## config.mk

```make
export PLATFORM = sky130hd
export DESIGN_NAME = cfg_seg_sequencer
export DESIGN_NICKNAME = d
export VERILOG_FILES = /design/src/rtl/cfg_seg_sequencer.sv
export SDC_FILE = /design/constraint.sdc
export NUM_CORES = 1
export LEC_CHECK = 0
export BUFFER_PORTS_ARGS = -buffer_cell sky130_fd_sc_hd__clkbuf_2
export CAP_MARGIN = 5
export CELL_PAD_IN_SITES_DETAIL_PLACEMENT = 0
export CELL_PAD_IN_SITES_GLOBAL_PLACEMENT = 1
export CORE_MARGIN = 5
export CORE_UTILIZATION = 35
export CTS_CLUSTER_SIZE = 8
export DETAILED_ROUTE_END_ITERATION = 8
export HOLD_SLACK_MARGIN = 0.02
export PLACE_DENSITY = 0.74
export SYNTH_ARGS = -nofsm -noshare
export SYNTH_HDL_FRONTEND = slang
export SYNTH_SLANG_ARGS = --single-unit
```

## constraint.sdc

```tcl
create_clock -name ACLK -period 3.8 [get_ports ACLK]
set_input_delay 0.57 -clock ACLK [delete_from_list [all_inputs] [get_ports ACLK]]
set_output_delay 0.57 -clock ACLK [all_outputs]
set_load 0.05 [all_outputs]
```

## src/rtl/cfg_seg_sequencer.sv

```systemverilog
// Command sequencer: splits one config descriptor into bounded copy segments with an in-flight cap.
// Optional 4 KB page-boundary splitting is enabled by defining SEQ_BOUNDARY_4K_EN.
module cfg_seg_sequencer #(
    parameter int MAX_SEG   = 256,
    parameter int MAX_OUTST = 4
) (
    input  logic        ACLK,
    input  logic        ARESETN,
    input  logic        CFG_VALID,
    output logic        CFG_READY,
    input  logic [31:0] CFG_CMD,
    input  logic [31:0] CFG_SRC,
    input  logic [31:0] CFG_DEST,
    input  logic [31:0] CFG_LEN,
    output logic        SEG_VALID,
    input  logic        SEG_READY,
    output logic [31:0] SEG_SRC,
    output logic [31:0] SEG_DEST,
    output logic [12:0] SEG_LEN,
    output logic        SEG_LAST,
    input  logic        SEG_DONE,
    input  logic        SEG_ERR,
    output logic        BUSY,
    output logic        ERR
);

    typedef enum logic [1:0] {
        ST_IDLE  = 2'd0,
        ST_ISSUE = 2'd1,
        ST_DRAIN = 2'd2
    } state_t;

    localparam logic [31:0] MAX_SEG_C   = 32'(MAX_SEG);
    localparam logic [3:0]  MAX_OUTST_C = 4'(MAX_OUTST);

    function automatic logic [31:0] min_u32(input logic [31:0] a, input logic [31:0] b);
        if (a < b) begin
            return a;
        end else begin
            return b;
        end
    endfunction

`ifdef SEQ_BOUNDARY_4K_EN
    function automatic logic [31:0] page_room(input logic [11:0] off);
        return 32'd4096 - {20'd0, off};
    endfunction
`endif

    state_t      state_r, state_n_s;
    logic [3:0]  outst_r, outst_n_s;
    logic [31:0] rem_r, rem_n_s;
    logic [31:0] cur_src_r, src_n_s;
    logic [31:0] cur_dst_r, dst_n_s;
    logic        err_r, err_n_s;
    logic        seg_valid_r, seg_valid_n_s;
    logic [12:0] seg_len_r;
    logic        seg_last_r, seg_last_n_s;
    logic        cfg_ready_r;
    logic        busy_r;
    logic [31:0] seg_lim_s;
    logic        fire_s;
    logic        done_ok_s;
    logic        done_bad_s;
    logic        cmd_unused_s;

    assign cmd_unused_s = ^CFG_CMD[31:1];
    assign fire_s       = seg_valid_r & SEG_READY;
    assign done_ok_s    = SEG_DONE & (outst_r != 4'd0);
    assign done_bad_s   = SEG_DONE & (SEG_ERR | (outst_r == 4'd0));

    // Next-state: FSM, outstanding count, address/remaining datapath and sticky error
    always_comb begin
        state_n_s = state_r;
        rem_n_s   = rem_r;
        src_n_s   = cur_src_r;
        dst_n_s   = cur_dst_r;
        err_n_s   = err_r;

        // A completion arriving with nothing outstanding is dropped rather than underflowing
        case ({fire_s, done_ok_s})
            2'b10:   outst_n_s = outst_r + 4'd1;
            2'b01:   outst_n_s = outst_r - 4'd1;
            default: outst_n_s = outst_r;
        endcase

        case (state_r)
            ST_IDLE: begin
                if (CFG_VALID) begin
                    src_n_s = CFG_SRC;
                    dst_n_s = CFG_DEST;
                    rem_n_s = CFG_LEN;
                    err_n_s = 1'b0;
                    if (!CFG_CMD[0] || (CFG_LEN == 32'd0)) begin
                        state_n_s = ST_DRAIN;
                    end else begin
                        state_n_s = ST_ISSUE;
                    end
                end else begin
                    state_n_s = ST_IDLE;
                end
            end
            ST_ISSUE: begin
                if (fire_s) begin
                    src_n_s = cur_src_r + {19'd0, seg_len_r};
                    dst_n_s = cur_dst_r + {19'd0, seg_len_r};
                    rem_n_s = rem_r - {19'd0, seg_len_r};
                    if (seg_last_r) begin
                        state_n_s = ST_DRAIN;
                    end else begin
                        state_n_s = ST_ISSUE;
                    end
                end else begin
                    state_n_s = ST_ISSUE;
                end
            end
            ST_DRAIN: begin
                if (outst_n_s == 4'd0) begin
                    state_n_s = ST_IDLE;
                end else begin
                    state_n_s = ST_DRAIN;
                end
            end
            default: begin
                state_n_s = ST_IDLE;
            end
        endcase

        // Error set wins over the clear on accept so a stray completion is never lost
        if (done_bad_s) begin
            err_n_s = 1'b1;
        end else begin
            err_n_s = err_n_s;
        end
    end

    // Segment request for the next cycle, computed from next-state so outputs can be registered
    always_comb begin
        seg_lim_s = min_u32(rem_n_s, MAX_SEG_C);
`ifdef SEQ_BOUNDARY_4K_EN
        seg_lim_s = min_u32(seg_lim_s, page_room(src_n_s[11:0]));
        seg_lim_s = min_u32(seg_lim_s, page_room(dst_n_s[11:0]));
`endif
        seg_valid_n_s = (state_n_s == ST_ISSUE) && (outst_n_s < MAX_OUTST_C);
        seg_last_n_s  = (state_n_s == ST_ISSUE) && (rem_n_s == seg_lim_s);
    end

    // State, datapath and registered outputs
    always_ff @(posedge ACLK) begin
        if (!ARESETN) begin
            state_r     <= ST_IDLE;
            outst_r     <= 4'd0;
            rem_r       <= 32'd0;
            cur_src_r   <= 32'd0;
            cur_dst_r   <= 32'd0;
            err_r       <= 1'b0;
            seg_valid_r <= 1'b0;
            seg_len_r   <= 13'd0;
            seg_last_r  <= 1'b0;
            cfg_ready_r <= 1'b1;
            busy_r      <= 1'b0;
        end else begin
            state_r     <= state_n_s;
            outst_r     <= outst_n_s;
            rem_r       <= rem_n_s;
            cur_src_r   <= src_n_s;
            cur_dst_r   <= dst_n_s;
            err_r       <= err_n_s;
            seg_valid_r <= seg_valid_n_s;
            seg_len_r   <= seg_lim_s[12:0];
            seg_last_r  <= seg_last_n_s;
            cfg_ready_r <= (state_n_s == ST_IDLE);
            busy_r      <= (state_n_s != ST_IDLE);
        end
    end

    assign CFG_READY = cfg_ready_r;
    assign BUSY      = busy_r;
    assign ERR       = err_r;
    assign SEG_VALID = seg_valid_r;
    assign SEG_SRC   = cur_src_r;
    assign SEG_DEST  = cur_dst_r;
    assign SEG_LEN   = seg_len_r;
    assign SEG_LAST  = seg_last_r;

endmodule

```

* Yosys cells after proc, flatten, opt, wreduce, memory -nomap -nowiden *
Cells that the tools add are included.
Widths: inputs -> output; s select.

storage, ports and cells
  flip-flop bits (word level) = 120
  input bits = 134

operators by class
  add/sub/neg operators = 5
  $lt $le $gt $ge = 2
  equal/unequal tests = 8
  muxes and demuxes = 20
  bitwise operators = 4
  reductions and logical operators = 16

operator list
  operator             count
  $mux 32              7
  $pmux 32 s2          3
  $add 32x13->32       2
  $eq 32x32->1         1
  $logic_not 32->1     1
  $lt 32x9->1 const B  1
  $sub 32x13->32       1
  $mux 2               5
  $logic_not 4->1      2
  $pmux 4 s2           1
  $reduce_bool 2->1    4
  $eq 2x1->1 const B   3
  $pmux 2 s3           1
  $add 4x1->4 const B  1
  $eq 2x2->1 const B   2
  $logic_not 2->1      2
  $lt 4x3->1 const B   1
  $ne 2x2->1 const B   2
  $reduce_bool 4->1    1
  $sub 4x1->4 const B  1
  $and 1x1->1          3
  $mux 1               3
  $reduce_and 3->1     1
  $logic_and 1x1->1    2
  other kinds (4)      4

* Depth between registers and ports, before layout *
Gate-level depths: netlist of run 1.

  depth after elaboration = 9
  gate-level depth with buffers = 14
  depth with buffers taken out = 13

* Least setup slack after synthesis of run 1 *
Ideal clock, no wire load.

  path type = register to register
  start point = register seg_len_r[7] (netlist: SEG_LEN[7])
  end point = register seg_len_r[8] (netlist: SEG_LEN[8])
  arrival time = 4228 ps
  required time = 3680 ps
  slack = -548 ps
  cell stages (with the launch flop) = 14
  path buffers = 2
  cells stage by stage = dfxtp_1 > inv_1 > ha_1 > clkbuf_1 > a211oi_1 > o21bai_1 > or4b_1 > a2111oi_0 > xnor2_1 > o211ai_1 > or4_1 > or4_1 > buf_6 > o31a_1

between the ends
  longest elaborated chain between the ends = 5

RTL lines
  element                 line  text
  start, declared         57    logic [12:0] seg_len_r;
  start signal, assigned  170   seg_len_r <= seg_lim_s[12:0];
  $sub 32x13->32 (*)      107   rem_n_s = rem_r - {19'd0, seg_len_r};
  $mux 32 (*)             104   if (fire_s) begin
  $pmux 32 s2 (*)         87    case (state_r)
  $lt 32x9->1             37    if (a < b) begin
  $mux 32 (*)             37

Mark *: on every way between the ends. The rest lies on a longest branch, timed or not.
A chain may end at the register's enable or synchronous reset.

* Worst setup path after layout of run 1 *
  start point = register seg_len_r[1] (netlist: SEG_LEN[1])
  end point = register seg_len_r[8] (netlist: SEG_LEN[8])

Same word-level chain as after synthesis.

==> flow_summary.yaml, run 1 <==
logic_synthesis:
  async_flop_share_pct: 0
  yosysUniqueCellTypes: 76
  synthFlopType: "dfxtp_1"
  syn_inst: 1096
  ys_seq_elements: 120
  synth.top_cells.by_area: "dfxtp_1 29%, ha_1 6.3%, a21oi_1 5.9%"
  synth.yosys.warnings: 0
  synth.largest_area_cell: "dfxtp_1"
  ys_seq_area_share_pct: 28.85
  syn_avg_cell_area_um2: 7.597
  syn-cell-area_um2: 8327
  synth_top_area_share_pct: 28.85
  synth_edf_count: 0
die:
  floorplan.initialDensity_pct: 35.47
  coreArea_um2: 23470
  rows: 56
  dieHeight_um: 164.2
  die_area_um2: 26970
  die_w_um: 164.2
  io_pins: 216
layout:
  final_area_um2: 10960
  fin_nets: 1493
  final_common_cell: "clkbuf_2"
  layout-drive-gt1-share_pct: 29.03
  most-common-layout-cells: "184 x clkbuf_2, 109 x nand2_1, 107 x dfxtp_1, 97 x nor2_1, 94 x a21oi_1"
  fill_cells: 2385
  utilization_pct: 46.71
  synthToLayoutAreaGrowth_pct: 31.68
detailed_routing:
  wire_per_inst_um: 19.22
  viasPerCell: 5.622
  dr.pass1.iters: 5
  vias: 9254
  drt_iter0_markers: 738
  drtAntennaViolNets: 0
  wl_um: 31630
  drc_errors: 0
timing:
  fin_crit_ps: 3721
  rsz0062_at_grt: "yes"
  fin_worst_skew_ps: 12.43
  worst_pin_slew_ps: 730.7
  setup_violations: 0
  fmax_mhz: 268.7
  hold_viol: 0
  worst_slew_margin_rel_pct: 51.29
  finalCritPeriodShare_pct: 97.93
  drv_slew: 0
power:
  ir_drop_v: 0.0002918
  total_leakage_power_nw: 4.769
  power-per-cell-area_nw_per_um2: 475.9
  power_frac_comb_pct: 35.5
  sequentialPowerShare_pct: 30.0
  p_clk_share_pct: 34.4
  p_switching_mw: 1.955
  internal-power_mw: 3.263
  p_total_mw: 5.218
  switching_share_pct: 37.47
setup_path:
  timing.critical_path.required_ps: 4100
  path_class: "flip-flop to flip-flop"
  worstSetupEndpointType: "flip-flop"
  arrival_ps: 4020
  path_max_fanout: 5
  worst_setup_path_start_kind: "flip-flop"
placed_design:
  numPortBuffers: 184
  place_hpwl_um: 23530
  dpl_cell_area_um2: 10060
  gp_congestion: 0.8799
run_status:
  status: "completed"
clocking:
  root_buffer: "clkbuf_16"
  clock-sinks: 120
  htreeDepth: 4
  cts-buffers-inserted: 17
  cts_tree: "built"
  insertion_delay_ps: 420
  clk_pin_slew_ps: 60
  clk_path_buf_depth: 2
global_route:
  antenna_found_initial: 1
  grt_max_degree: 62
  first_global_vias: 8924
  grt-ovfl-total: 0
  grt_pass1_wl_um: 49370
  track_usage_pct: 23.02
hold_path:
  min_path_type: "input port to flip-flop"
job:
  drv_cap: 0
==> power groups by stage <==
| stage | Combinational (mW) | Sequential [mW] | Clock (mW) |
|---|---|---|---|
| after floorplan | 0.944 | 1.86 | 0 |
| after global placement | 1.77 | 1.58 | 0 |
| after detailed placement | 1.79 | 1.58 | 0 |
| after CTS | 1.80 | 1.56 | 1.83 |
| after global routing | 2.02 | 1.58 | 1.89 |
| final | 1.85 | 1.57 | 1.80 |
==> state kept, by name (all words and copies together), names as in the netlist <==
register and count:
SEG_DEST 32, BUSY 1, SEG_SRC 32, CFG_READY 1
state_r 2, outst_r 4, SEG_VALID 1, SEG_LAST 1
ERR 1, SEG_LEN 13, rem_r 32
==> path summary, 6_finish.rpt <==
path                             startpoint     endpoint  slack [ps]  depth (start not counted)
worst min-delay path            CFG_DEST[4]  SEG_DEST[4]         390                          3
worst max register to register   SEG_LEN[1]   SEG_LEN[8]          80                         13
worst min register to register          ERR          ERR         460                          2
worst max-delay path             SEG_LEN[1]   SEG_LEN[8]          80                         13
==> repair_timing <==
| action | CTS | global route |
|---|---|---|
| hold buffers | 0 | 0 |
| resized for setup | 0 | 47 |
| endpoints found under the setup margin | 0 | 10 |
| setup buffers | 0 | 5 |
==> critical path, stage by stage (launching register included) <==
cell and delay [ps]:
dfxtp_4 360, inv_4 40, ha_4 220, nor2b_4 120, o31a_1 320, o41ai_4 420, a41o_1 280, buf_4 130
mux2i_1 160, o21ai_1 90, or4_4 430, or4_4 570, buf_6 160, o31a_1 280
==> cells by family (layout without fill, tap and decap cells) <==
logic type | count (synthesis) | in the layout | synth area share (%)
other | 1 | 5 | 0.04504
multiplexers | 10 | 10 | 1.262
XOR/XNOR | 30 | 30 | 3.155
buffers and inverters | 114 | 341 | 5.274
AO/OA/AOI/OAI | 358 | 358 | 28.97
flip-flops | 120 | 120 | 28.85
adder cells (fa/ha/maj) | 46 | 46 | 7.273
AND/OR/NAND/NOR | 417 | 417 | 25.17
==> cell usage after synthesis, types with 8 or more instances <==
cell type	instances
xnor2_1	18
clkbuf_1	60
xor2_1	12
o22ai_1	14
o221ai_1	13
ha_1	42
nand2_1	110
nand3_1	24
o21ai_0	62
a22oi_1	12
a31oi_1	9
nor3_1	28
o31ai_1	9
and3_1	23
nor4_1	26
o21a_1	16
nand4_1	22
a21o_1	17
a21oi_1	98
nor2b_1	8
dfxtp_1	120
or4_1	10
inv_1	38
and2_1	25
buf_1	12
a311oi_1	21
a211oi_1	14
nor2_1	100
nand2b_1	9
==> metal layers <==
| metal | GRT usage, % | up-vias | share of wire (%) |
|---|---|---|---|
| li1 | - | 4533 | - |
| met1 | 31.56 | 4343 | 45 |
| met2 | 37.01 | 327 | 46 |
| met3 | 4.291 | 51 | 6.8 |
| met4 | 6.519 | 0 | 2.1 |
| met5 | 0 | - | 0 |
==> per-stage QoR <==
step	TNS (ps)	worst slack, ps	instances	hold WS (ps)
floorplan	0	1.373	1099	505.6
global placement	0	65.52	1607	445.6
detailed placement	0	50.07	1607	452.7
CTS	0	20.25	1639	378.3
global route	-253.3	-37.09	1646	396.9
finish	0	78.78	1646	393.9
==> area by class of cell <==
class / instances / area, µm² / share of cell area (%)
antenna: 1 / 2.502 / 0.02282
clock buffer: 25 / 505.5 / 4.610
clock inverter: 7 / 137.6 / 1.255
inverter: 38 / 145.1 / 1.324
multi-input combinational: 865 / 5768 / 52.61
sequential: 120 / 2424 / 22.10
tap: 319 / 399.1 / 3.640
timing repair buffer: 271 / 1583 / 14.44
Note: power is estimated with default switching activity, not from simulation.
==> run 2: changes to the inputs <==
- CORE_UTILIZATION: 35 -> 42
- CTS_BUF_LIST: not set -> sky130_fd_sc_hd__clkbuf_4 sky130_fd_sc_hd__clkbuf_8 sky130_fd_sc_hd__clkbuf_16
- PLACE_DENSITY: 0.74 -> 0.84
- clock period: 3.8 -> 4.8 ns (I/O delays scaled with it)
==> flow_summary.yaml, run 2 (same netlist as run 1, synthesis figures left out) <==
global_route:
  grt_max_degree: 86
  first_global_vias: 8704
  track_usage_pct: 25.94
  grt_pass1_wl_um: 46920
  grt-ovfl-total: 0
  antenna_found_initial: 0
setup_path:
  arrival_ps: 4760
  r2r-start: "SEG_LEN[7]"
  crit_start: "SEG_LEN[7]"
  path_class: "flip-flop to flip-flop"
  path_max_fanout: 10
  worstSetupEndpointType: "flip-flop"
  worst_setup_path_start_kind: "flip-flop"
  timing.critical_path.required_ps: 5100
detailed_routing:
  wl_um: 29520
  drtAntennaViolNets: 0
  viasPerCell: 5.918
  wire_per_inst_um: 19.44
  drc_errors: 0
  drt_iter0_markers: 795
  dr.pass1.iters: 6
  vias: 8990
timing:
  rsz0062_at_grt: "no"
  worst_pin_slew_ps: 1032
  fin_hold_ws_ps: 465.6
  fin_crit_ps: 4463
  fin_tns_setup_ps: 0
  drv_slew: 0
  finalCritPeriodShare_pct: 92.98
  fmax_mhz: 224.1
  setup_violations: 0
  fin_worst_skew_ps: 10.74
  hold_viol: 0
  worst_slew_margin_rel_pct: 31.12
  finalWorstSetupSlack_ps: 336.8
clocking:
  clk_pin_slew_ps: 50
  clk_path_buf_depth: 2
  insertion_delay_ps: 420
  post-cts-setup-buffers: 0
  cts-buffers-inserted: 17
  root_buffer: "clkbuf_16"
  htreeDepth: 4
  cts_resized: 0
  cts_tree: "built"
  clock-sinks: 120
  ctsHoldBuffers: 0
placed_design:
  gp_congestion: 0.9811
  dpl_cell_area_um2: 9437
  dp_slack_ps: 401.0
  place_hpwl_um: 21470
  numPortBuffers: 184
die:
  die_w_um: 150.8
  die_area_um2: 22740
  floorplan.initialDensity_pct: 42.78
  dieHeight_um: 150.8
  io_pins: 216
  coreArea_um2: 19460
  rows: 51
layout:
  antenna_cells: 0
  most-common-layout-cells: "184 x clkbuf_2, 120 x dfxtp_1, 110 x nand2_1, 99 x nor2_1, 97 x a21oi_1"
  synthToLayoutAreaGrowth_pct: 20.92
  final_area_um2: 10070
  final_common_cell: "clkbuf_2"
  layout-drive-gt1-share_pct: 21.13
  fin_nets: 1421
power:
  total_leakage_power_nw: 4.359
  power-per-cell-area_nw_per_um2: 392.8
  ir_drop_v: 0.0002558
hold_path:
  min_path_type: "flip-flop to flip-flop"
  hold_path_startpoint: "ERR"
run_status:
  status: "completed"
job:
  drv_cap: 0
-- run 2: cell count changes in the layout (fill, tap and decap cells not counted), moves of 8 or more --
cell | previous run | this run
dfxtp_1 | 107 | 120
ha_1 | 34 | 42
buf_4 | 83 | 15
dfxtp_2 | 11 | 0
-- run 2: cell type report --
class                           count  area (µm²)
Multi-Input combinational cell    865        5527
Tap cell                          265       331.6
Inverter                           38       142.6
Timing Repair Buffer              199        1033
Clock inverter                     14       198.9
Fill cell                        1980        9394
Sequential cell                   120        2402
Clock buffer                       18       432.9
-- run 2: worst max-delay path, stage by stage, from the launching register on --
cell and delay, ps:
dfxtp_1 420, inv_1 70, ha_1 400, a211oi_1 270
o21bai_1 140, or4b_1 540, a2111oi_0 510, xnor2_1 200
o211ai_1 140, or4_1 530, or4_1 750, o31a_1 370
-- run 2: worst paths after layout --
kind,to,cells past startpoint,slack [ps]
max reg2reg,SEG_LEN[8],11,340
max,SEG_LEN[8],11,340
min,ERR,2,470
min reg2reg,ERR,2,470
-- run 2: layer usage --
layer	vias to the layer above	global-route usage, %	part of all wire (%)
li1	4369	-	-
met1	4225	35.66	45
met2	339	39.38	44
met3	57	6.762	8.1
met4	0	9.112	2.7
met5	-	0	0
-- run 2: where the power goes --
| part | internal [mW] | switching (mW) | leakage, nW |
|---|---|---|---|
| Combinational | 0.445 | 0.879 | 3.06 |
| Sequential | 1.11 | 0.134 | 0.991 |
| Clock | 0.879 | 0.505 | 0.308 |
| Total | 2.44 | 1.52 | 4.36 |
-- run 2: stage by stage --
stage / power (mW) / std cells / utilization (%)
2_1_floorplan: 2.207 / 1099 / -
3_3_place_gp: 2.563 / 1487 / 48.49
3_5_place_dp: 2.571 / 1487 / 48.49
4_1_cts: 3.962 / 1519 / 51.73
5_1_grt: 4.170 / 1519 / 51.73
6_report: 3.955 / 1519 / 51.73
==> run 3: changes to the inputs <==
--- a/config.mk
+++ b/config.mk
@@ -14,2 +14,3 @@
 export CTS_BUF_LIST = sky130_fd_sc_hd__clkbuf_4 sky130_fd_sc_hd__clkbuf_8 sky130_fd_sc_hd__clkbuf_16
+export CTS_CLUSTER_DIAMETER = 80
 export CTS_CLUSTER_SIZE = 8
==> constraint.sdc (replaced) <==
create_clock -name ACLK -period 4.8 [get_ports ACLK]
set_input_delay 0.48 -clock ACLK [delete_from_list [all_inputs] [get_ports ACLK]]
set_output_delay 0.48 -clock ACLK [all_outputs]
set_load 0.05 [all_outputs]
==> flow_summary.yaml, run 3 (same netlist as run 1, synthesis figures left out) <==
power:
  p_total_mw: 3.882
  ir_drop_v: 0.0002641
  total_leakage_power_nw: 4.328
  power-per-cell-area_nw_per_um2: 387.2
layout:
  layout-drive-gt1-share_pct: 21.13
  most-common-layout-cells: "184 x clkbuf_2, 120 x dfxtp_1, 110 x nand2_1, 99 x nor2_1, 97 x a21oi_1"
  fin_nets: 1421
  synthToLayoutAreaGrowth_pct: 20.42
  final_common_cell: "clkbuf_2"
  utilization_pct: 51.52
  fill_cells: 1986
  antenna_cells: 0
clocking:
  clk_pin_slew_ps: 60
  cts_tree: "built"
  ctsHoldBuffers: 0
  root_buffer: "clkbuf_16"
  clock-sinks: 120
  cts-buffers-inserted: 17
  post-cts-setup-buffers: 0
  insertion_delay_ps: 440
  htreeDepth: 4
  clk_path_buf_depth: 2
  cts_resized: 0
die:
  io_pins: 216
  die_w_um: 150.8
  coreArea_um2: 19460
  floorplan.initialDensity_pct: 42.78
  rows: 51
  die_area_um2: 22740
  dieHeight_um: 150.8
job:
  drv_cap: 0
setup_path:
  worst_setup_path_start_kind: "flip-flop"
  worstSetupEndpointType: "flip-flop"
  crit_path_cell_trace: "inv_1 -> ha_1 -> a211oi_1 -> o21bai_1 -> or4b_1 -> a2111oi_0 -> xnor2_1 -> o211ai_1 -> or4_1 -> or4_1 -> o31a_1"
  cpMaxStageDelayCell: "or4_1"
  timing.critical_path.required_ps: 5110
  critPathMostFrequentCell: "or4_1"
  slowest_delay_ps: 760
  critical_path_buf_inv_count: 1
  path_max_fanout: 10
  path_class: "flip-flop to flip-flop"
  arrival_ps: 4820
  crit_family: "simple AND/OR/NAND/NOR gates"
timing:
  setup_violations: 0
  finalCritPeriodShare_pct: 93.84
  hold_viol: 0
  rsz0062_at_grt: "no"
  drv_slew: 0
  worst_slew_margin_rel_pct: 31.31
  fin_worst_skew_ps: 14.27
  worst_pin_slew_ps: 1029
  fmax_mhz: 222.0
  fin_crit_ps: 4504
  fin_tns_setup_ps: 0
detailed_routing:
  drc_errors: 0
  wl_um: 29670
  wire_per_inst_um: 19.53
  dr.pass1.iters: 5
  vias: 9040
  drt_iter0_markers: 645
  drtAntennaViolNets: 0
  viasPerCell: 5.951
placed_design:
  numPortBuffers: 184
  place_hpwl_um: 21410
  gp_congestion: 0.9782
global_route:
  grt_pass1_wl_um: 46970
  antenna_found_initial: 0
  first_global_vias: 8729
  grt_max_degree: 86
  track_usage_pct: 25.99
  grt-ovfl-total: 0
run_status:
  status: "completed"
hold_path:
  min_path_type: "input port to flip-flop"
[run 3: changes by cell type in the layout (fill, tap and decap cells not counted)]
cell        change
clkinv_2        -1
clkinvlp_4      +3
clkinv_4        -3
inv_6           +4
clkbuf_4        -1
bufinv_16       -2
[run 3: path summary, 6_finish.rpt]
path	cells past startpoint	start	endpoint	slack, ps
worst min-delay path	3	CFG_DEST[2]	SEG_DEST[2]	300
worst max register to register	11	SEG_LEN[7]	SEG_LEN[8]	300
worst max-delay path	11	SEG_LEN[7]	SEG_LEN[8]	300
worst min register to register	2	ERR	ERR	460
[run 3: power breakdown]
group	total, mW	internal, mW	leakage [nW]	switching (mW)
Sequential	1.25	1.11	0.991	0.135
Clock	1.31	0.773	0.278	0.541
Combinational	1.32	0.445	3.06	0.875
[run 3: layout make-up]
type	instances	area, µm²	share of cell area [%]
timing repair buffer	199	1033	10.31
multi-input combinational	865	5527	55.12
inverter	38	142.6	1.423
tap	265	331.6	3.307
clock inverter	15	165.2	1.647
clock buffer	17	425.4	4.243
sequential	120	2402	23.96
[run 3: stage by stage]
step                      std cells  instance area, µm²  hold WS [ps]  worst slack (ps)
after floorplan                1099                8338         505.6             452.3
after global placement         1487                9437         448.3             412.8
after detailed placement       1487                9437         454.7             384.7
after CTS                      1519               10030         285.4             342.1
after global routing           1519               10030         310.3             106.8
final                          1519               10030         296.1             295.8
[run 3: worst min-delay path: cells and delay by family]
kind                   cells  cell delay, ps
AOI/OAI and AO/OA          1              70
buffers and inverters      1              80
and+or+nand+nor            1              50
[run 3: metal layers]
layer	up-vias	share of wire, %	track usage [%]
li1	4382	-	-
met1	4238	44	35.05
met2	361	44	39.45
met3	59	8.3	6.762
met4	0	3.0	10.83
met5	-	0	0
